`src/rtl/mult_pkg.sv`:
```
// mult_pkg
// Shared definitions for the sequential shift-add multiplier controller.
//   WIDTH  : operand width in bits
//   PROD_W : product width (twice the operand width)
//   CNT_W  : width of the shift-add step counter
//   state_e: controller sequencing states
package mult_pkg;

  localparam int WIDTH  = 8;
  localparam int PROD_W = 2 * WIDTH;
  localparam int CNT_W  = $clog2(WIDTH);

  // Sequencing states of the multiplier controller
  typedef enum logic [2:0] {
    IDLE = 3'd0,
    LOAD = 3'd1,
    RUN  = 3'd2,
    SEL  = 3'd3,
    CAPT = 3'd4
  } state_e;

endpackage

```
`src/rtl/mult_ctrl.sv`:
```
// mult_ctrl
// Sequencing controller for the 8-bit sequential shift-add multiplier
// datapath. It accepts a start request, latches both signed operands, steps
// the datapath through load / shift-add / product-select, stops early once
// the remaining multiplier bits are all zero, and returns the signed product
// together with a one-cycle done pulse.
//
// Ports
//   clk             : rising-edge clock
//   reset           : asynchronous, active-low reset
//   start           : operation request, only looked at while idle
//   a_in, b_in      : two's complement multiplicand / multiplier
//   busy            : operation in flight (LOAD through CAPT)
//   done            : one-cycle pulse, result valid from this cycle on
//   result          : signed product, held until the next done
//   result_sign     : sign of result, held with result
//   dp_multiplicand : registered a_in towards the datapath
//   dp_multiplier   : registered b_in towards the datapath
//   dp_load         : datapath load strobe
//   dp_enable       : datapath shift-add step strobe
//   dp_product_sel  : selects the sign-corrected product in the datapath
//   dp_product      : datapath product register
//   dp_sign         : datapath sign (a xor b)
//   dp_zero_flag    : remaining multiplier bits are all zero
//   dp_b0           : LSB of remaining multiplier, observed only
module mult_ctrl
  import mult_pkg::*;
(
  input  logic              clk,
  input  logic              reset,
  input  logic              start,
  input  logic [WIDTH-1:0]  a_in,
  input  logic [WIDTH-1:0]  b_in,
  output logic              busy,
  output logic              done,
  output logic [PROD_W-1:0] result,
  output logic              result_sign,
  output logic [WIDTH-1:0]  dp_multiplicand,
  output logic [WIDTH-1:0]  dp_multiplier,
  output logic              dp_load,
  output logic              dp_enable,
  output logic              dp_product_sel,
  input  logic [PROD_W-1:0] dp_product,
  input  logic              dp_sign,
  input  logic              dp_zero_flag,
  input  logic              dp_b0
);

  state_e              state_q, state_d;
  logic [CNT_W-1:0]    stepCnt_q, stepCnt_d;
  logic [WIDTH-1:0]    multiplicand_q, multiplicand_d;
  logic [WIDTH-1:0]    multiplier_q, multiplier_d;
  logic [PROD_W-1:0]   result_q, result_d;
  logic                resultSign_q, resultSign_d;
  logic                done_q, done_d;
  logic                dpLoad_q, dpLoad_d;
  logic                productSel_q, productSel_d;
  logic                busy_q, busy_d;
  logic                stepEnable;

  // The LSB of the remaining multiplier is only of interest for monitoring
  logic unusedB0;
  assign unusedB0 = dp_b0;

  // Next-state logic. The shift-add strobe is the only control that reacts
  // to the datapath within the same cycle: it must drop in the very cycle the
  // zero flag rises so no step is wasted after the multiplier is exhausted.
  always_comb begin
    state_d        = state_q;
    stepCnt_d      = stepCnt_q;
    multiplicand_d = multiplicand_q;
    multiplier_d   = multiplier_q;
    result_d       = result_q;
    resultSign_d   = resultSign_q;
    done_d         = 1'b0;
    stepEnable     = 1'b0;

    case (state_q)
      IDLE: begin
        if (start) begin
          multiplicand_d = a_in;
          multiplier_d   = b_in;
          state_d        = LOAD;
        end
      end

      LOAD: begin
        stepCnt_d = '0;
        state_d   = RUN;
      end

      RUN: begin
        if (dp_zero_flag) begin
          state_d = SEL;
        end else begin
          stepEnable = 1'b1;
          // The counter saturates on the last step instead of wrapping, so
          // at most WIDTH strobes are ever issued.
          if (stepCnt_q == CNT_W'(WIDTH - 1)) begin
            state_d = SEL;
          end else begin
            stepCnt_d = stepCnt_q + CNT_W'(1);
          end
        end
      end

      SEL: begin
        state_d = CAPT;
      end

      CAPT: begin
        result_d     = dp_product;
        resultSign_d = dp_sign;
        done_d       = 1'b1;
        state_d      = IDLE;
      end

      default: begin
        state_d = IDLE;
      end
    endcase

    // Strobes that follow the state are registered from the next state so
    // they line up exactly with the state they belong to.
    dpLoad_d     = (state_d == LOAD);
    productSel_d = (state_d == SEL) || (state_d == CAPT);
    busy_d       = (state_d != IDLE);
  end

  // State, counter, operand and result registers; everything clears on reset
  // so an aborted operation leaves no stale product behind.
  always_ff @(posedge clk or negedge reset) begin
    if (!reset) begin
      state_q        <= IDLE;
      stepCnt_q      <= '0;
      multiplicand_q <= '0;
      multiplier_q   <= '0;
      result_q       <= '0;
      resultSign_q   <= 1'b0;
      done_q         <= 1'b0;
      dpLoad_q       <= 1'b0;
      productSel_q   <= 1'b0;
      busy_q         <= 1'b0;
    end else begin
      state_q        <= state_d;
      stepCnt_q      <= stepCnt_d;
      multiplicand_q <= multiplicand_d;
      multiplier_q   <= multiplier_d;
      result_q       <= result_d;
      resultSign_q   <= resultSign_d;
      done_q         <= done_d;
      dpLoad_q       <= dpLoad_d;
      productSel_q   <= productSel_d;
      busy_q         <= busy_d;
    end
  end

  assign busy            = busy_q;
  assign done            = done_q;
  assign result          = result_q;
  assign result_sign     = resultSign_q;
  assign dp_multiplicand = multiplicand_q;
  assign dp_multiplier   = multiplier_q;
  assign dp_load         = dpLoad_q;
  assign dp_enable       = stepEnable;
  assign dp_product_sel  = productSel_q;

endmodule

```
`config.mk`:
```
export PLATFORM = sky130hd
export DESIGN_NAME = mult_ctrl
export DESIGN_NICKNAME = d
export VERILOG_FILES = /design/src/rtl/mult_pkg.sv /design/src/rtl/mult_ctrl.sv
export SDC_FILE = /design/constraint.sdc
export NUM_CORES = 1
export LEC_CHECK = 0
export BUFFER_PORTS_ARGS = -buffer_cell sky130_fd_sc_hd__clkbuf_2
export CORE_MARGIN = 8
export CORE_UTILIZATION = 50
export CTS_CLUSTER_SIZE = 28
export DETAILED_ROUTE_END_ITERATION = 7
export PLACE_DENSITY = 0.84
export SYNTH_ARGS = -nofsm -noshare
export SYNTH_HDL_FRONTEND = slang
export SYNTH_SLANG_ARGS = --single-unit
```
`constraint.sdc`:
```
create_clock -name clk -period 4.3 [get_ports clk]
set_input_delay 0.645 -clock clk [delete_from_list [all_inputs] [get_ports clk]]
set_output_delay 0.645 -clock clk [all_outputs]
set_load 0.1 [all_outputs]
```
==> results.ini <==
[place]
globalplace.congestion=0.768
io_buffer_count=74
dp.final_hpwl_um=2930
dp_cells=221

[cts]
cts_hold_buf=0
path_clk_slew_ns=0.12
clk_path_buf_depth=2
root_buffer=clkbuf_4
cts_tree=yes
ctsHtreeMaxLevel=2
cts_setup_buffers=0
cts_sinks=43
cts_resized=0
cts_buffers=5
clk_latency_ns=0.34

[synthesis]
ys_seq_area_share_pct=62.4
ys_ff_latch=43
synth-xor-area-share_pct=0.508
synth_area_mm2=0.00172
synth_fp_nets=145
avgSynthCellArea_um2=16.4
synth_edf_count=0
synthFlopType=dfrtp_1
synth_compound_area_share_pct=2.98
ys_warn_count=0
yosys.area_share.simple_pct=5.73
synthMuxAreaShare_pct=24.2
synth_top_family_by_area=multiplexers
postSynthCellCount=105
synth_cell_type_count=19
async_reset_ff_share_pct=100
synth-adder-area-share_pct=1.45

[timing]
slew_headroom_pct=31.0
setup-violations-final=0
fin_hold_ws_ns=0.468
slew_violations=0
fin_worst_skew_ns=0.00926
tns_ns=0
rsz0062_at_grt=false
fmax_ghz=0.411
post-route-period-util_pct=56.5
worst_slew_pin_slew_ns=1.03
finalHoldViolations=0
min_period_ns=2.43

[setup_path]
r2r_end=dp_multiplicand[7]
start_kind=register
crit_path_end_kind=output pin
worstSetupPathType=register to output pin
cp_data_arrival_time_ns=1.79
r2r_slack_ns=2.39
r2r-start=state_q[0]
path_max_fanout=12
required_ns=3.65
ff2ff_path_depth=3

[grt]
grt_pass1_wl_um=5800
track_usage_pct=14.0
grt_overflow=0
grt_max_degree=44
antenna_found_initial=0
grt_pass1_vias=1245

[floorplanning]
ioPinCount=76
die_h_um=74.7
core_area_mm2=0.00334
rows=21
die-area_mm2=0.00558
start_util_pct=51.7
die_w_um=74.7

[route]
vias_per_cell=5.02
drtIter0Drc=36
dr.pass1.iters=4
wl_per_cell_um=16.4
routed_wl_um=3740
vias=1145
ant_nets=0
drc=0

[job]
drv_cap=0

[finish]
fin_nets=222
final_cell_count_no_fill=228
num_antenna_cells=0
syn_to_final_growth_pct=27.7
mostFrequentLayoutCells=74 x clkbuf_2, 43 x dfrtp_1, 25 x mux2_2
fillers=254
drive_gt1_share_pct=65.9
layout_commonest_cell=clkbuf_2

[worst_hold_path]
hold_path_class=input port to async pin

[status]
status=finished clean

-- flip-flops by register name (all words and copies together) (netlist names) --
signal / count
result: 16
dp_multiplicand: 8
dp_multiplier: 8
state_q: 3
stepCnt_q: 3
busy: 1
done: 1
dp_load: 1
dp_product_sel: 1
result_sign: 1
-- synth_stat cells, types with 2 or more instances --
| cell | instances | area [µm²] |
|---|---|---|
| dfrtp_1 | 43 | 1080 |
| mux2_2 | 25 | 282 |
| mux2_4 | 9 | 135 |
| a22o_1 | 5 | 43.8 |
| nor2_1 | 3 | 11.3 |
| nor3b_1 | 3 | 22.5 |
| buf_2 | 2 | 10.0 |
| ha_1 | 2 | 25.0 |
| nor3_1 | 2 | 10.0 |
| nor4_1 | 2 | 12.5 |
-- area by class of cell --
class                           instances  area, µm²  area share [%]
Clock buffer                            6       41.3            1.88
Clock inverter                          1       30.0            1.36
Multi-Input combinational cell         56        612            27.8
Sequential cell                        43       1080            48.9
Tap cell                               46       57.6            2.61
Timing Repair Buffer                   76        385            17.5
-- how the worst max path moves through the flow --
stage                            start        end  slack (ns)  cells past startpoint
after floorplan             state_q[0]  dp_enable        1.28                      2
after global placement    dp_zero_flag  dp_enable        2.20                      3
after detailed placement  dp_zero_flag  dp_enable        2.11                      3
after CTS                   state_q[1]  dp_enable        1.86                      2
after global routing        state_q[1]  dp_enable        1.79                      2
final                       state_q[1]  dp_enable        1.87                      2
-- per-layer routing --
| metal | up-vias | GRT usage (%) | wire length (µm) |
|---|---|---|---|
| met5 | - | 0 | 0 |
| met4 | 0 | 6.52 | 71 |
| met3 | 7 | 5.59 | 395 |
| met2 | 50 | 24.2 | 1890 |
| met1 | 557 | 14.4 | 1390 |
| li1 | 531 | - | - |
-- kinds of logic after synthesis --
group                      count (synthesis)
buffers and inverters                      6
AOI/OAI and AO/OA                          6
muxes                                     34
adders and majority gates                  2
xor gates and xnor gates                   1
and+or+nand+nor                           13
DFF                                       43
-- stage by stage --
step / setup slack (ns) / utilization (%) / instance area (µm²)
after floorplan: 1.28 / - / 1730
after global placement: 2.20 / 63.9 / 2130
after detailed placement: 2.11 / 63.9 / 2130
after CTS: 1.86 / 66.0 / 2200
after global routing: 1.79 / 66.0 / 2200
final: 1.87 / 66.0 / 2200
-- worst max-delay path: stages, from the launching register on --
cell and delay, ns:
dfrtp_1 0.62, nor4b_2 0.33, clkbuf_2 0.51
Power is not shown: default switching activity piles up to over one toggle a cycle in this logic, so the estimate is an artifact.
